==> src/rtl/cmp_pkg.sv <==
// Package for the comparator-driven binary search controller.
// Holds the FSM state encoding, the default operand width with its
// compare-count bound, and the helper that validates comparator flags.
package cmp_pkg;

  typedef enum logic [1:0] {
    IDLE   = 2'd0,
    SEARCH = 2'd1,
    DONE   = 2'd2
  } state_t;

  localparam int WIDTH_DEFAULT = 4;
  // A consistent comparator lets the search converge within WIDTH+1 compares.
  localparam int MAX_ITERS     = WIDTH_DEFAULT + 1;

  // Exactly one of eq/gt/lt must be asserted for a meaningful compare.
  function automatic logic flags_onehot(input logic eq, input logic gt, input logic lt);
    return ({eq, gt, lt} == 3'b100) || ({eq, gt, lt} == 3'b010) ||
           ({eq, gt, lt} == 3'b001);
  endfunction

endpackage

==> src/rtl/cmp_search_ctrl.sv <==
// cmp_search_ctrl: binary-search initiator for an external combinational comparator.
// Drives probe onto the comparator's A input and narrows [lo, hi] from the
// eq/gt/lt flags until the unknown B operand is found or the flags turn out
// to be inconsistent.
//
// Ports:
//   clk, rst   rising-edge clock, synchronous active-high reset
//   start      begin a search; only accepted in IDLE
//   probe      value presented to comparator input a
//   eq, gt, lt comparator flags for the current probe
//   busy       high while searching
//   done       one-cycle pulse when a search ends
//   result     found value, held until the next accepted start
//   error      search ended without a valid find, held like result
//   iters      compare cycles consumed by the last search
//   dbg_state  current FSM state
//
// Handshake: a start pulse seen in IDLE is accepted on that rising edge; busy
// rises the next cycle and stays high for one cycle per compare; done then
// pulses for exactly one cycle with result/error/iters already valid.
// start outside IDLE is dropped, not queued.
module cmp_search_ctrl
  import cmp_pkg::*;
#(
  parameter int WIDTH = WIDTH_DEFAULT
) (
  input  logic                         clk,
  input  logic                         rst,
  input  logic                         start,
  output logic [WIDTH-1:0]             probe,
  input  logic                         eq,
  input  logic                         gt,
  input  logic                         lt,
  output logic                         busy,
  output logic                         done,
  output logic [WIDTH-1:0]             result,
  output logic                         error,
  output logic [$clog2(WIDTH+2)-1:0]   iters,
  output state_t                       dbg_state
);

  localparam int IW       = $clog2(WIDTH+2);
  localparam int ITER_MAX = WIDTH + 1;

  // lo/hi carry one extra bit so probe+1 and probe-1 never wrap silently.
  state_t           state, state_n;
  logic [WIDTH:0]   lo, lo_n, hi, hi_n;
  logic [WIDTH-1:0] probe_n, result_n;
  logic             error_n;
  logic [IW-1:0]    iters_n;
  logic [WIDTH:0]   lo_c, hi_c;

  function automatic logic [WIDTH-1:0] midpoint(input logic [WIDTH:0] a,
                                                input logic [WIDTH:0] b);
    logic [WIDTH+1:0] s;
    s = {1'b0, a} + {1'b0, b};
    return WIDTH'(s >> 1);
  endfunction

  always_comb begin
    state_n  = state;
    lo_n     = lo;
    hi_n     = hi;
    probe_n  = probe;
    result_n = result;
    error_n  = error;
    iters_n  = iters;
    lo_c     = lo;
    hi_c     = hi;

    case (state)
      IDLE: begin
        if (start) begin
          state_n  = SEARCH;
          lo_n     = '0;
          hi_n     = {1'b0, {WIDTH{1'b1}}};
          probe_n  = midpoint('0, {1'b0, {WIDTH{1'b1}}});
          iters_n  = '0;
          error_n  = 1'b0;
          result_n = '0;
        end
      end
      SEARCH: begin
        iters_n = iters + IW'(1);
        if (lt) lo_c = {1'b0, probe} + (WIDTH+1)'(1);
        if (gt) hi_c = {1'b0, probe} - (WIDTH+1)'(1);
        if (!flags_onehot(eq, gt, lt)) begin
          error_n = 1'b1;
          state_n = DONE;
        end else if (eq) begin
          result_n = probe;
          state_n  = DONE;
        end else if ((lo_c > hi_c) || hi_c[WIDTH]) begin
          // Range collapsed (unknown moved or flags lie), or gt at probe 0
          // pushed hi below zero and set the extra bit.
          error_n = 1'b1;
          state_n = DONE;
        end else begin
          lo_n    = lo_c;
          hi_n    = hi_c;
          probe_n = midpoint(lo_c, hi_c);
        end
      end
      DONE:    state_n = IDLE;
      default: state_n = IDLE;
    endcase
  end

  always_ff @(posedge clk) begin
    if (rst) begin
      state  <= IDLE;
      lo     <= '0;
      hi     <= '0;
      probe  <= '0;
      result <= '0;
      error  <= 1'b0;
      iters  <= '0;
    end else begin
      state  <= state_n;
      lo     <= lo_n;
      hi     <= hi_n;
      probe  <= probe_n;
      result <= result_n;
      error  <= error_n;
      iters  <= iters_n;
    end
  end

  assign busy      = (state == SEARCH);
  assign done      = (state == DONE);
  assign dbg_state = state;

  a_iters_bound : assert property (@(posedge clk) disable iff (rst)
                                   iters <= IW'(ITER_MAX));

endmodule
==> config.mk <==
export PLATFORM = sky130hd
export DESIGN_NAME = cmp_search_ctrl
export DESIGN_NICKNAME = d
export VERILOG_FILES = /design/src/rtl/cmp_pkg.sv /design/src/rtl/cmp_search_ctrl.sv
export SDC_FILE = /design/constraint.sdc
export NUM_CORES = 1
export LEC_CHECK = 0
export BUFFER_PORTS_ARGS = -buffer_cell sky130_fd_sc_hd__buf_2
export CORE_MARGIN = 2
export CORE_UTILIZATION = 50
export CTS_BUF_LIST = sky130_fd_sc_hd__clkbuf_16
export CTS_CLUSTER_DIAMETER = 120
export DETAILED_ROUTE_END_ITERATION = 16
export HOLD_SLACK_MARGIN = 0.02
export PLACE_DENSITY_LB_ADDON = 0.2
export SETUP_SLACK_MARGIN = 0.4
export SYNTH_ARGS = -nofsm -noshare
export SYNTH_HDL_FRONTEND = slang
export SYNTH_SLANG_ARGS = --single-unit
==> constraint.sdc <==
create_clock -name clk -period 4.6 [get_ports clk]
set_clock_uncertainty 0.05 [all_clocks]
set_input_delay 0.46 -clock clk [delete_from_list [all_inputs] [get_ports clk]]
set_output_delay 0.46 -clock clk [all_outputs]
set_load 0.05 [all_outputs]
==> summary.txt <==
status: finished clean
min-delay worst type: flop to flop
# setup viols final: 0
Comb pwr share: 40.3%
Ports: 22
syn avg cell area: 9.03 um^2
Tcrit/Tclk final: 67.9%
post-synthesis sequential area ratio: 30.6%
nets: 211
synth warn: 0
Commonest cells post-synth: dfxtp_1, a21oi_1, nor2_1
DRC violation count after routing: 0
Die X: 60.1 um
synth top area cells: dfxtp_1, ha_1, a21oi_1
Setup crit end kind: flop
EDFF count, synth: 0
Yosys top cell area share: 30.6%
worst-path maximum fanout: 11
Synth Net Count: 193
layout cells sized above 1: 19.9%
Initial DRC Count: 70
grt ovf: 0
CTS tree: done
Worst Max-Slew Pin Slew: 627 ps
hold worst-path end: error
input/output buffers: 21
pre-CTS setup slack: 1540 ps
Buf/Inv on CP: 2
R2R setup slack: 1480 ps
Via density: 5.65
Diodes inserted: 0
Placer Congestion: 0.850
slowest stage delay, CP: 460 ps
post-CTS setup buffers: 0
launch point of the worst reg-to-reg path: probe[0]
FP Rows: 20
sequential power share: 34.0%
sw frac: 38.1%
drt total wl: 3.53 mm
slowest CP cell: dfxtp_1
htree depth: 1
hold wc startpoint: error
dpl hpwl: 2.70 mm
worst setup path startpoint: probe[0]
Max-slew headroom: 57.7%
vias in the first global route: 1277
first-pass GRT wire length: 5.86 mm
clock buffer depth: 2
WL per Instance: 15.0 um
Die Area: 3610 um^2
GRT Util Overall: 21.4%
DRT Pass-1 Iters: 4
async set-or-reset flop fraction in the synthesized netlist: 0%
Post-Synthesis Cell Area: 1570 um^2
initial antenna violation count: 0
critical path, cell by cell: inv_1, ha_1, xnor2_1, nand2_1, o21ai_0, inv_1, ha_1, nor3b_2, nor3b_4, a211o_1, a21oi_1, a311oi_1
Sink Count: 24
area grow syn2layout: 11.8%
most frequent cell after synthesis: dfxtp_1
WP data arrival: 3230 ps
root buffer cell: clkbuf_16
Synth Flop Type: dfxtp_1
CORE AREA: 3030 um^2
Mapped Cells: 174
design internal power: 0.000442 W
setup TNS: 0 ps
VDD IR max: 0.147 mV
post-synth cell types: 48
Clock power frac: 25.7%
RSZ-0062 raised after global routing: no
CP Class: flop to flop
largest area contributor in the netlist: dfxtp_1
final worst slack: 1480 ps
Psw: 0.000272 W
Worst Path Required: 4700 ps
final hold vios: 0
FF+latch count, synth: 24
P per Cell Area: 406 nW/um^2
largest net degree at the start of global routing: 23
Post-DRT Antenna Nets: 0
Tmin final: 3120 ps
leakage: 0.758 nW
height of the die: 60.1 um
TritonCTS buffer count: 3
Max Cap Viol: 0
crit start category: flop
Initial Util: 51.9%
reg2reg end: probe[2]
hold path cells: 2
Clock Latency Late Sink: 250 ps
vias after detailed routing: 1327
post-CTS sizing: 0
Max Slew Vio Count: 0
FMAX: 320 MHz
clk slew on worst S/H paths: 60 ps
CP top delay family: compound AO/OA/AOI/OAI gates
Layout fillers: 283
hold_buf cts: 0
Worst R2R Path Depth: 12
-- kinds of logic (layout without fill, tap and decap cells) --
group	Yosys count	count (layout)	share of synthesized area, %
buffers and inverters	19	36	6.05
adders and majority gates	13	13	10.8
muxes	6	6	3.90
xor gates and xnor gates	8	8	4.46
AOI/OAI and AO/OA	52	52	23.2
and+or+nand+nor	52	52	20.9
DFF	24	24	30.6
-- worst max-delay path by stage --
stage | endpoint | cells past startpoint
detailed placement | probe[2] | 12
global placement | probe[1] | 12
CTS | probe[2] | 12
finish | probe[2] | 12
global route | probe[2] | 12
floorplan | probe[0] | 13
-- sequential cells by signal, indices dropped and copies added (netlist names) --
register and cells:
error 1, probe 4, dbg_state 2, iters 3, lo 5, hi 5
result 4
-- cell type report --
cell class / count / area, um^2 / share of cell area [%]
flip-flops and latches: 24 / 480 / 27.4
clock buffers: 3 / 75.1 / 4.27
clock inverters: 1 / 3.75 / 0.214
repair buffers: 21 / 105 / 5.98
multi-input cells: 131 / 996 / 56.7
well taps: 44 / 55.1 / 3.13
inverters: 11 / 41.3 / 2.35
-- worst min-delay path: stages, from the launching register on --
cell     delay [ps]
dfxtp_1         300
nand2_1          50
a21oi_1          50
-- cell usage in the layout (no fill, tap or decap), types with 2 or more instances in the layout --
| cell | count |
|---|---|
| xnor2_1 | 4 |
| a22oi_1 | 6 |
| nand2_1 | 6 |
| nor2_1 | 17 |
| a311oi_1 | 5 |
| xor2_1 | 4 |
| o21ai_1 | 2 |
| a211o_1 | 2 |
| dfxtp_1 | 24 |
| o21ai_0 | 8 |
| o21ai_2 | 2 |
| buf_2 | 21 |
| a21oi_1 | 19 |
| nor3_1 | 4 |
| inv_1 | 11 |
| nor3b_2 | 3 |
| clkbuf_16 | 3 |
| ha_1 | 12 |
| mux2i_1 | 5 |
| nor3b_1 | 2 |
| nand2b_1 | 2 |
| nand4_1 | 4 |
-- routing by layer --
layer  routed length [um]  GRT usage (%)
met2                 1780           37.3
met1                 1540           26.8
met3                  153           2.16
met4                   58           8.25
met5                    0              0
-- power groups by stage --
stage / combinational (W) / clock, W / sequential [W]
after floorplan: 0.000209 / 0 / 0.000269
after global placement: 0.000277 / 0 / 0.000246
after detailed placement: 0.000284 / 0 / 0.000247
after CTS: 0.000286 / 0.000187 / 0.000242
after global routing: 0.000314 / 0.000195 / 0.000246
final: 0.000287 / 0.000184 / 0.000242
-- through the flow --
step / instances / hold slack [ps] / util [%] / total power, W / instance area (um^2)
floorplan: 174 / 378 / - / 0.000478 / 1570
global route: 235 / 439 / 58.0 / 0.000755 / 1760
detailed placement: 231 / 396 / 55.4 / 0.000531 / 1680
finish: 235 / 397 / 58.0 / 0.000714 / 1760
global placement: 231 / 386 / 55.4 / 0.000523 / 1680
CTS: 235 / 403 / 58.0 / 0.000716 / 1760
Power figures use the tool's default switching activity.
